`src/rtl/z80_seq_pkg.sv`:
```
// Shared types for the Z80 control-pin sequencer: pin select, queued event, FSM state.
// Latency: n/a (types, constants and helpers only).
// Backpressure: n/a.
//
// The event delay field is sized for the widest delay any instance may use
// (SEQ_DELAY_W_MAX). Each instance zero-extends its own DELAY_W-bit delay into
// it, so the upper bits are constant and drop out of the FIFO storage.
// Instances must keep DELAY_W <= SEQ_DELAY_W_MAX.
package z80_seq_pkg;

    typedef enum logic [1:0] {
        PIN_NRESET = 2'd0,
        PIN_NINT   = 2'd1,
        PIN_NNMI   = 2'd2,
        PIN_NBUSRQ = 2'd3
    } pin_sel_e;

    typedef enum logic [1:0] {
        ST_IDLE    = 2'd0,
        ST_DELAY   = 2'd1,
        ST_ACKWAIT = 2'd2
    } seq_state_e;

    localparam int SEQ_DELAY_W_MAX = 32;

    typedef struct packed {
        pin_sel_e                   pin;
        logic                       level;
        logic                       wack;
        logic [SEQ_DELAY_W_MAX-1:0] delay;
    } seq_evt_t;

    // Pin vector indexed by pin_sel_e: bit0 nRESET held asserted, the rest idle high.
    localparam logic [3:0] PINS_RST = 4'b1110;

    // An event waits for bus acknowledge only when it asserts BUSRQ and asks to.
    function automatic logic evt_needs_ack(input pin_sel_e pin, input logic level,
                                           input logic wack);
        return (pin == PIN_NBUSRQ) && !level && wack;
    endfunction

endpackage

```
`src/rtl/z80_seq_fifo.sv`:
```
// Event FIFO for the control-pin sequencer, DEPTH entries of type T.
// Latency: a push is visible at the head on the next cycle; the head is read combinationally.
// Backpressure: full refuses pushes (a same-cycle pop does not free space); flush wins over push/pop.
//
// Ports:
//   clk, rst_n        clock, synchronous active-low reset
//   flush             empty the queue on this edge, same-edge push dropped
//   push, push_dat    write request and entry (ignored while full)
//   full              DEPTH entries held
//   pop, pop_dat      read request and current head entry
//   empty             no entries held
//   level             occupancy 0..DEPTH
module z80_seq_fifo
    import z80_seq_pkg::*;
#(
    parameter int  DEPTH = 8,
    parameter type T     = seq_evt_t
) (
    input  logic                     clk,
    input  logic                     rst_n,
    input  logic                     flush,
    input  logic                     push,
    input  T                         push_dat,
    output logic                     full,
    input  logic                     pop,
    output T                         pop_dat,
    output logic                     empty,
    output logic [$clog2(DEPTH):0]   level
);

    localparam int AW = $clog2(DEPTH);

    T               mem [DEPTH];
    logic [AW-1:0]  wr_ptr;
    logic [AW-1:0]  rd_ptr;
    logic [AW:0]    cnt;
    logic           do_push;
    logic           do_pop;

    assign full    = (cnt == (AW+1)'(DEPTH));
    assign empty   = (cnt == '0);
    assign level   = cnt;
    assign pop_dat = mem[rd_ptr];

    // Reset and flush both discard a same-edge push, so gate the write here too.
    assign do_push = rst_n && !flush && push && !full;
    assign do_pop  = rst_n && !flush && pop && !empty;

    always_ff @(posedge clk) begin
        if (!rst_n || flush) begin
            wr_ptr <= '0;
            rd_ptr <= '0;
            cnt    <= '0;
        end else begin
            if (do_push) begin
                wr_ptr <= wr_ptr + AW'(1);
            end
            if (do_pop) begin
                rd_ptr <= rd_ptr + AW'(1);
            end
            case ({do_push, do_pop})
                2'b10:   cnt <= cnt + (AW+1)'(1);
                2'b01:   cnt <= cnt - (AW+1)'(1);
                default: cnt <= cnt;
            endcase
        end
    end

    // Storage carries no reset; only the pointers define validity.
    always_ff @(posedge clk) begin
        if (do_push) begin
            mem[wr_ptr] <= push_dat;
        end
    end

endmodule

```
`src/rtl/z80_ctl_seq.sv`:
```
// Timed sequencer driving Z80 control pins (nRESET/nINT/nNMI/nBUSRQ) from a queue of events.
// Latency: event pushed into an idle, empty sequencer on edge k changes its pin on edge k+delay+2.
// Backpressure: push_ready = FIFO not full; events run one at a time, delay+2 cycles each.
//
// Ports:
//   CLK, nRESET                        clock, synchronous active-low reset
//   push_valid/push_ready              event handshake
//   push_pin/push_level/push_wack/push_delay   event fields
//   flush                              drop queue and abort current event, pins unchanged
//   tmo_clr                            clear sticky timeout flag (a same-edge set wins)
//   nBUSACK                            CPU bus acknowledge, active low
//   cpu_nRESET/cpu_nINT/cpu_nNMI/cpu_nBUSRQ    registered pin outputs
//   busy                               event in progress or queued
//   level                              FIFO occupancy
//   tmo                                sticky BUSACK timeout flag
module z80_ctl_seq
    import z80_seq_pkg::*;
#(
    parameter int DEPTH   = 8,
    parameter int DELAY_W = 16,
    parameter int TMO_W   = 8
) (
    input  logic                     CLK,
    input  logic                     nRESET,
    input  logic                     push_valid,
    output logic                     push_ready,
    input  logic [1:0]               push_pin,
    input  logic                     push_level,
    input  logic                     push_wack,
    input  logic [DELAY_W-1:0]       push_delay,
    input  logic                     flush,
    input  logic                     tmo_clr,
    input  logic                     nBUSACK,
    output logic                     cpu_nRESET,
    output logic                     cpu_nINT,
    output logic                     cpu_nNMI,
    output logic                     cpu_nBUSRQ,
    output logic                     busy,
    output logic [$clog2(DEPTH):0]   level,
    output logic                     tmo
);

    // Timeout fires on the edge that completes 2**TMO_W-1 ACKWAIT cycles,
    // i.e. when the cycle counter (cleared on entry) already holds limit-1.
    localparam logic [TMO_W-1:0] TMO_LAST = TMO_W'((2 ** TMO_W) - 2);

    seq_evt_t            push_evt;
    seq_evt_t            head_evt;
    logic                fifo_full;
    logic                fifo_empty;
    logic                fifo_pop;
    logic                unused_head_dly;

    seq_state_e          state_q,     state_d;
    logic [DELAY_W-1:0]  dly_q,       dly_d;
    logic [TMO_W-1:0]    ack_q,       ack_d;
    pin_sel_e            cur_pin_q,   cur_pin_d;
    logic                cur_level_q, cur_level_d;
    logic                cur_wack_q,  cur_wack_d;
    logic [3:0]          pins_q,      pins_d;
    logic                tmo_q,       tmo_d;

    assign push_evt = '{pin:   pin_sel_e'(push_pin),
                        level: push_level,
                        wack:  push_wack,
                        delay: SEQ_DELAY_W_MAX'(push_delay)};

    // Bits above DELAY_W are always zero in stored events.
    assign unused_head_dly = ^head_evt.delay;

    z80_seq_fifo #(
        .DEPTH (DEPTH),
        .T     (seq_evt_t)
    ) u_fifo (
        .clk      (CLK),
        .rst_n    (nRESET),
        .flush    (flush),
        .push     (push_valid),
        .push_dat (push_evt),
        .full     (fifo_full),
        .pop      (fifo_pop),
        .pop_dat  (head_evt),
        .empty    (fifo_empty),
        .level    (level)
    );

    always_comb begin
        state_d     = state_q;
        dly_d       = dly_q;
        ack_d       = ack_q;
        cur_pin_d   = cur_pin_q;
        cur_level_d = cur_level_q;
        cur_wack_d  = cur_wack_q;
        pins_d      = pins_q;
        tmo_d       = tmo_q && !tmo_clr;
        fifo_pop    = 1'b0;

        if (flush) begin
            // Abort whatever is in flight; the pins hold their present levels.
            state_d = ST_IDLE;
            dly_d   = '0;
            ack_d   = '0;
        end else begin
            case (state_q)
                ST_IDLE: begin
                    if (!fifo_empty) begin
                        fifo_pop    = 1'b1;
                        cur_pin_d   = head_evt.pin;
                        cur_level_d = head_evt.level;
                        cur_wack_d  = head_evt.wack;
                        dly_d       = head_evt.delay[DELAY_W-1:0];
                        state_d     = ST_DELAY;
                    end
                end
                ST_DELAY: begin
                    if (dly_q != '0) begin
                        dly_d = dly_q - DELAY_W'(1);
                    end else begin
                        pins_d[cur_pin_q] = cur_level_q;
                        if (evt_needs_ack(cur_pin_q, cur_level_q, cur_wack_q)) begin
                            ack_d   = '0;
                            state_d = ST_ACKWAIT;
                        end else begin
                            state_d = ST_IDLE;
                        end
                    end
                end
                ST_ACKWAIT: begin
                    // Acknowledge takes priority over a timeout on the same edge.
                    if (!nBUSACK) begin
                        state_d = ST_IDLE;
                    end else if (ack_q == TMO_LAST) begin
                        tmo_d              = 1'b1;
                        pins_d[PIN_NBUSRQ] = 1'b1;
                        ack_d              = '0;
                        state_d            = ST_IDLE;
                    end else begin
                        ack_d = ack_q + TMO_W'(1);
                    end
                end
                default: begin
                    state_d = ST_IDLE;
                end
            endcase
        end
    end

    always_ff @(posedge CLK) begin
        if (!nRESET) begin
            state_q     <= ST_IDLE;
            dly_q       <= '0;
            ack_q       <= '0;
            cur_pin_q   <= PIN_NRESET;
            cur_level_q <= 1'b0;
            cur_wack_q  <= 1'b0;
            pins_q      <= PINS_RST;
            tmo_q       <= 1'b0;
        end else begin
            state_q     <= state_d;
            dly_q       <= dly_d;
            ack_q       <= ack_d;
            cur_pin_q   <= cur_pin_d;
            cur_level_q <= cur_level_d;
            cur_wack_q  <= cur_wack_d;
            pins_q      <= pins_d;
            tmo_q       <= tmo_d;
        end
    end

    assign cpu_nRESET = pins_q[PIN_NRESET];
    assign cpu_nINT   = pins_q[PIN_NINT];
    assign cpu_nNMI   = pins_q[PIN_NNMI];
    assign cpu_nBUSRQ = pins_q[PIN_NBUSRQ];
    assign tmo        = tmo_q;
    assign push_ready = !fifo_full;
    assign busy       = (state_q != ST_IDLE) || !fifo_empty;

endmodule

```
`config.mk`:
```
export PLATFORM = sky130hd
export DESIGN_NAME = z80_ctl_seq
export DESIGN_NICKNAME = d
export VERILOG_FILES = /design/src/rtl/z80_seq_pkg.sv /design/src/rtl/z80_seq_fifo.sv /design/src/rtl/z80_ctl_seq.sv
export SDC_FILE = /design/constraint.sdc
export NUM_CORES = 1
export LEC_CHECK = 0
export CORE_AREA = 2 2 135 137
export CTS_CLUSTER_SIZE = 10
export DETAILED_ROUTE_END_ITERATION = 8
export DIE_AREA = 0 0 137 139
export GPL_ROUTABILITY_DRIVEN = 1
export HOLD_SLACK_MARGIN = 0.08
export PLACE_DENSITY = 0.74
export SLEW_MARGIN = 20
export SYNTH_ARGS = -nofsm -noshare
export SYNTH_HDL_FRONTEND = slang
export SYNTH_SLANG_ARGS = --single-unit
```
`constraint.sdc`:
```
create_clock -name CLK -period 5.99 [get_ports CLK]
set_input_delay 0.8985 -clock CLK [delete_from_list [all_inputs] [get_ports CLK]]
set_output_delay 0.8985 -clock CLK [all_outputs]
set_load 0.05 [all_outputs]
```
* After elaboration in Yosys (flattened, before gate mapping)
Memory sizes are Yosys's and may differ from the RTL's. A register that Yosys moved wholly into a read port is not among the register bits. Index checks and enable logic that the tools add are counted.
Storage, ports and cells: register bits 45, memory bits (writable) 160, bits of input ports 26, output and inout port bits 11, word-level logic and storage cells 103, memories kept 1
Operators by class: add/sub/neg operators 6, magnitude comparators 2, equal/unequal tests 14, muxes and demuxes 33, bitwise logic cells 4, reductions and logical operators 31
Memories:
- u_fifo.mem | depth 8, width 20, read ports 1, clocked after memory_dff 1, write ports 1, line z80_seq_fifo.sv:33 | T mem [DEPTH];
Operators with widths (number):
- $mux W16 | 2
- $mux W8 | 4
- $pmux W16 S2 | 1
- $pmux W8 S2 | 1
- $reduce_bool A16 Y1 | 1
- $sub A16 B1 Y16 const B | 1
- $mux W1 | 12
- $ne A2 B2 Y1 const B | 6
- $reduce_and A3 Y1 | 4
- $mux W2 | 5
- $logic_and A1 B1 Y1 | 9
- $add A8 B1 Y8 const B | 1
- $eq A8 B8 Y1 const B | 1
- $pmux W4 S2 | 1
- $reduce_bool A2 Y1 | 4
- $add A3 B1 Y3 const B | 2
- $eq A2 B2 Y1 const B | 3
- $logic_not A1 Y1 | 6
- $mux W3 | 2
- $pmux W2 S3 | 1
- $reduce_and A5 Y1 | 1
- $add A4 B1 Y4 const B | 1
- $bwmux W4 | 1
- $eq A2 B1 Y1 const B | 2
- other kinds (14) | 18

* Longest topological paths before layout
Gate-level depths: netlist of the first run.
depth after elaboration 8, mapped depth 12

* Hierarchy
A second synthesis of the first run with hierarchy kept.
Unflattened totals: cells, all modules 745, area, all modules 13695.6 um^2
By module, submodules not included:
- z80_seq_fifo | instances 1, cells each 497, area an instance 11695.0 um^2, sequential area each 8908.5 um^2
- z80_ctl_seq | instances 1, cells each 248, area an instance 2000.7 um^2, sequential area each 700.7 um^2

* Worst setup path after synthesis of the first run
Ideal clock, no wire load.
kind flip-flop to flip-flop, start point register u_fifo.cnt[1], in the netlist u_fifo.level[1], end point memory u_fifo.mem[0][0] in the netlist's numbering, enable pin, setup time 0.422 ns, arrival time 3.561 ns, slack 2.007 ns, stages on the path, launching flop included 7, path buffers 2, period minus slack after synthesis 3.983 ns, cells stage by stage dfxtp_1 > buf_2 > or4b_2 > clkbuf_1 > nand2_1 > or3_1 > nor3_1
Between the ends: longest elaborated chain between the ends 5
Ends and longest elaborated chain:
- start: declaration | line z80_seq_fifo.sv:36 | logic [AW:0] cnt;
- start signal: assignment | line z80_seq_fifo.sv:62 | 2'b10: cnt <= cnt + (AW+1)'(1);
- start signal: assignment | line z80_seq_fifo.sv:63 | 2'b01: cnt <= cnt - (AW+1)'(1);
- start signal: assignment | line z80_seq_fifo.sv:64 | default: cnt <= cnt;
- $eq A4 B4 Y1 | line z80_seq_fifo.sv:40 | assign full = (cnt == (AW+1)'(DEPTH));
- $logic_not A1 Y1
- named net push_ready | line z80_ctl_seq.sv:26 | output logic push_ready,
- $logic_and A1 B1 Y1 | line z80_seq_fifo.sv:46 | assign do_push = rst_n && !flush && push && !full;
- $mux W1 | line z80_seq_fifo.sv:71 | if (do_push) begin
- $mux W1 (not written as such) | line z80_seq_fifo.sv:72 | mem[wr_ptr] <= push_dat;
- end: declaration | line z80_seq_fifo.sv:33
The timed path passes the listed nets, and every way through them passes these cells.

* Worst setup path after layout of the first run
start point register u_fifo.cnt[0], in the netlist u_fifo.level[0], end point output push_ready
Between the ends: longest elaborated chain between the ends 2
Ends and longest elaborated chain:
- $eq A4 B4 Y1 | line z80_seq_fifo.sv:40
- $logic_not A1 Y1 | line z80_ctl_seq.sv:175 | assign push_ready = !fifo_full;
- end: declaration | line z80_ctl_seq.sv:26
Every way passes these cells.

==> results of run 1 <==
==> placed cells by master (no fill, tap or decap), types with 8 or more instances in the layout <==
cell type / Yosys / routed
a21oi_1: 24 / 24
a31oi_1: 17 / 17
buf_4: 5 / 11
clkbuf_16: 0 / 25
clkdlybuf4s50_1: 0 / 36
dfxtp_1: 48 / 46
edfxtp_1: 160 / 160
ha_1: 9 / 9
inv_1: 10 / 10
mux2i_1: 13 / 13
mux4_2: 39 / 39
nand2_1: 49 / 49
nand3_1: 10 / 10
nand4_1: 11 / 11
nor2_1: 36 / 30
nor3_1: 10 / 8
o21ai_0: 8 / 8
o21ai_1: 10 / 10
==> cell type report <==
class / instances / area, µm² / area share
clock buffers: 32 / 662 / 0.0665
clock inverters: 2 / 28.8 / 0.00289
inverters: 11 / 41.3 / 0.00415
multi-input cells: 322 / 2730 / 0.274
flip-flops and latches: 208 / 5770 / 0.579
well taps: 229 / 287 / 0.0288
repair buffers: 47 / 443 / 0.0445
==> flip-flops by register name, summed over array words and instances (netlist names), 2 cells and up, named ones only <==
register and count:
u_fifo.mem 160, dly_q 16, ack_q 8, u_fifo.level 4
u_fifo.rd_ptr 3, u_fifo.wr_ptr 3, cur_pin_q 2, state_q 2
==> through the flow <==
step                      power, W  hold slack [ns]  area, µm²
after CTS                  0.00298            0.477       9960
after global placement     0.00167            0.457       9260
after detailed placement   0.00168            0.469       9270
final                      0.00296            0.484       9960
after global routing       0.00305            0.513       9960
after floorplan            0.00163            0.424       8640
==> critical path: stages, from the launching register on <==
cell and delay [ns]:
dfxtp_1 0.39, or4b_2 0.82, clkdlybuf4s50_1 0.76
==> power by group <==
part / internal [W] / switching (W) / total [W] / leakage (nW)
Combinational: 0.0000341 / 0.0000508 / 0.0000849 / 0.927
Sequential: 0.00156 / 0.00000446 / 0.00157 / 1.83
Clock: 0.000768 / 0.000540 / 0.00131 / 0.337
==> logic make-up after synthesis <==
kind of cell / after synthesis / share of synthesized area
AO/OA/AOI/OAI: 94 / 0.0724
XOR/XNOR: 7 / 0.00710
adder cells (fa/ha/maj): 9 / 0.0130
buffers and inverters: 37 / 0.0204
flip-flops: 208 / 0.668
multiplexers: 54 / 0.119
AND/OR/NAND/NOR: 158 / 0.100
==> path summary, 6_finish.rpt <==
check,startpoint,end,slack (ns)
worst max-delay path,u_fifo.level[0],push_ready,2.61
worst min-delay path,u_fifo.rd_ptr[1],flop,0.48
worst max register to register,u_fifo.level[0],u_fifo.level[2],3.06
worst min register to register,u_fifo.rd_ptr[1],flop,0.48
==> routing by layer <==
metal / GRT usage / vias up
li1: - / 2322
met1: 0.254 / 2549
met2: 0.317 / 166
met3: 0.0362 / 35
met4: 0.0635 / 0
met5: 0 / -
==> impl_metrics.ini, run 1 <==
[die]
dieHeight_um = 139
start_util = 0.489
die_w_um = 137
core_area_um2 = 17700
die_area_um2 = 19000
ioPinCount = 37
num_rows = 49

[outcome]
run_status = finished, final reports clean

[synth]
synth_common_cells = 160 x edfxtp_1, 49 x nand2_1, 48 x dfxtp_1, 39 x mux4_2, 36 x nor2_1
yosysSeqAreaShare = 0.668
async_flop_share = 0
synth_area_per_cell_um2 = 15.2
yosys.area.top_type = edfxtp_1
synth_area_leaders = edfxtp_1 56%, dfxtp_1 11%, mux4_2 10%
synth_top_area_share = 0.556
synth_edf_count = 160
synth_cell_type_count = 65
synth-warning-count = 0
syn_area_um2 = 8640
synth_seq_cells = 208
synth_cells = 567
synth_most_common_cell = edfxtp_1
synth_ff_type = edfxtp_1
syn_nets = 602

[min_path]
hp-class = flop to flop
hold_depth = 2

[finish]
layoutNonFillerInstCount = 851
fin_nets = 650
drive_gt1_frac = 0.175
nFillCells = 1344
fin_util = 0.564
num_antenna_cells = 0
area_delta_synth_final_pct = 15.3

[timing]
layout_min_cycle_time_ns = 3.38
finalHoldViolCount = 0
finalMaxSlewViolations = 0
relSlewSlack = 0.342
rsz0062_at_grt = no
fin_worst_skew_ns = 0.00828
fmax_ghz = 0.296
tightest_slew_ns = 0.984
period_share = 0.565
fin_tns_setup_ns = 0
setup_violations = 0
fin_ws_ns = 2.61

[critical_path]
crit_type = flop to output port
cp.arrival_ns = 2.49
endpoint_kind = output port
startpoint_type = flop
crit_fanout = 8
worstPathRequired_ns = 5.09
r2r_cells = 10

[route]
drt_iter0_drc = 439
routed.top_layer = met4
viasPerCell = 5.96
firstDrtPassIters = 4
wirelength_um = 17700
wl_met2_um = 8730
wl_met3_um = 1110
wl_met1_um = 7380
ant_nets = 0
remaining_drc_errors = 0
wl_per_cell_um = 20.8
vias = 5072

[pwr]
peakVddDrop_mv = 0.230
cellLeakagePower_nw = 3.09
cellPowerDensity_nw_per_um2 = 297

[clock_network]
cts_resized = 0
cts-htree-levels = 1
cts_made_buffers = 25
clk_root_buffer_cell = clkbuf_16
clock_latency_ns = 0.53
numClockSinks = 208
cts-hold-fix-buffers = 0
cts_buffer_depth = 3
clk_pin_slew_ns = 0.06
tritoncts = done
cts_setup_buffers = 0

[placed_design]
io_buffer_count = 36
gp_congestion = 0.818
dp.cells = 817
place_ws_ns = 2.18
dpl.hpwl_um = 10900

[global_routing]
overflow = 0
grt_pass1_vias = 5264
grt_max_degree = 39
track_usage = 0.191
grt_pass1_wl_um = 28000
antenna_found_initial = 0

[flow_run]
drv_cap = 0
Note: power is estimated with default switching activity, not from simulation.
==> run 2: changes to the inputs <==
- PLACE_DENSITY: 0.74 -> 0.76
- clock period: 5.99 -> 3.1 ns (I/O delays scaled with it)
==> impl_metrics.ini, run 2 (synthesized netlist as in run 1, its figures left out) <==
[route]
viasPerCell = 5.96
ant_nets = 0
wl_per_cell_um = 21.2
wirelength_um = 18300
remaining_drc_errors = 0
firstDrtPassIters = 5
drt_iter0_drc = 347
vias = 5139

[pwr]
pwr-share-seq = 0.529
p_sw_w = 0.00114
comb_power_share = 0.030
cellPowerDensity_nw_per_um2 = 566
cellLeakagePower_nw = 3.16
p_clk_frac = 0.441
p_sw_frac = 0.200
internal-power_w = 0.00457
peakVddDrop_mv = 0.575
finalPower_w = 0.00571

[flow_run]
drv_cap = 0

[critical_path]
endpoint_kind = output port
crit_start = u_fifo.level[0]
path_buf_inv = 1
worstPathRequired_ns = 2.63
crit_chain = or4b_2 > clkdlybuf4s50_1
crit_slowest_cell = or4b_2
cp.arrival_ns = 2.48
crit_type = flop to output port
crit_fanout = 8
reg2reg_from = u_fifo.level[0]
startpoint_type = flop
max_stage_delay_ns = 0.79
path_delay_family = simple AND/OR/NAND/NOR gates

[timing]
fmax_ghz = 0.340
rsz0062_at_grt = no
period_share = 0.949
whs_ns = 0.485
relSlewSlack = 0.531
finalHoldViolCount = 0
setup_violations = 0
fin_tns_setup_ns = 0
finalMaxSlewViolations = 0
fin_worst_skew_ns = 0.0164
tightest_slew_ns = 0.703
layout_min_cycle_time_ns = 2.94

[finish]
drive_gt1_frac = 0.190
fin_nets = 661
top_regs = u_fifo.mem x160, dly_q x16, ack_q x8
nFillCells = 1346
num_antenna_cells = 0
final_cell_mix = 160 x edfxtp_1, 49 x nand2_1, 46 x dfxtp_1, 39 x mux4_2, 36 x clkdlybuf4s50_1
layout_commonest_cell = edfxtp_1
max_flop_register = u_fifo.mem
largest_reg_flops = 160
fin_util = 0.572
area_delta_synth_final_pct = 16.9
layoutNonFillerInstCount = 862

[min_path]
hp-class = flop to flop
hp-start = ack_q[6]

[clock_network]
cts_resized = 0
tritoncts = done
numClockSinks = 208
cts_setup_buffers = 0
cts-htree-levels = 1
clk_pin_slew_ns = 0.05
clk_root_buffer_cell = clkbuf_16
clock_latency_ns = 0.52
cts_made_buffers = 25
cts-hold-fix-buffers = 0
cts_buffer_depth = 3

[die]
dieHeight_um = 139
ioPinCount = 37
die_w_um = 137
core_area_um2 = 17700
num_rows = 49
start_util = 0.489
die_area_um2 = 19000

[global_routing]
overflow = 0
antenna_found_initial = 0
grt_pass1_vias = 5221
grt_max_degree = 29
grt_pass1_wl_um = 29300
track_usage = 0.199

[placed_design]
gp_congestion = 0.870
dp.cells = 828
dpl.hpwl_um = 11600
io_buffer_count = 36

[outcome]
run_status = finished, final reports clean
[run 2: metrics by stage]
step	worst slack (ns)	area [µm²]
floorplan	-0.0448	8650
global placement	0.297	9400
detailed placement	0.240	9400
CTS	0.127	10100
global route	0.0841	10100
finish	0.157	10100
[run 2: area by class of cell]
| type | instances | area (µm²) | area share |
|---|---|---|---|
| repair buffers | 58 | 588 | 0.0583 |
| flip-flops and latches | 208 | 5770 | 0.571 |
| inverters | 11 | 41.3 | 0.00409 |
| well taps | 229 | 287 | 0.0284 |
| clock buffers | 32 | 662 | 0.0656 |
| multi-input cells | 322 | 2720 | 0.269 |
| clock inverters | 2 | 28.8 | 0.00285 |
[run 2: power by group through the flow]
stage                     Combinational (W)  Sequential, W  Clock [W]
after global placement             0.000162        0.00308          0
after floorplan                   0.0000751        0.00308          0
after detailed placement           0.000169        0.00308          0
final                              0.000169        0.00303    0.00252
after CTS                          0.000170        0.00302    0.00257
after global routing               0.000183        0.00302    0.00267
[run 2: routing by layer]
layer  GRT usage  share of wire  up-vias
met2       0.321           0.48      167
li1            -              -     2343
met5           0              0        -
met3      0.0391          0.056       41
met4      0.0581          0.026        0
met1       0.276           0.43     2588
[run 2: path summary, 6_finish.rpt]
| check | end | slack [ns] | cells past startpoint |
|---|---|---|---|
| worst max-delay path | push_ready | 0.16 | 2 |
| worst min-delay path | ack_q[6] | 0.48 | 1 |
| worst max register to register | u_fifo.level[3] | 0.43 | 8 |
| worst min register to register | ack_q[6] | 0.48 | 1 |
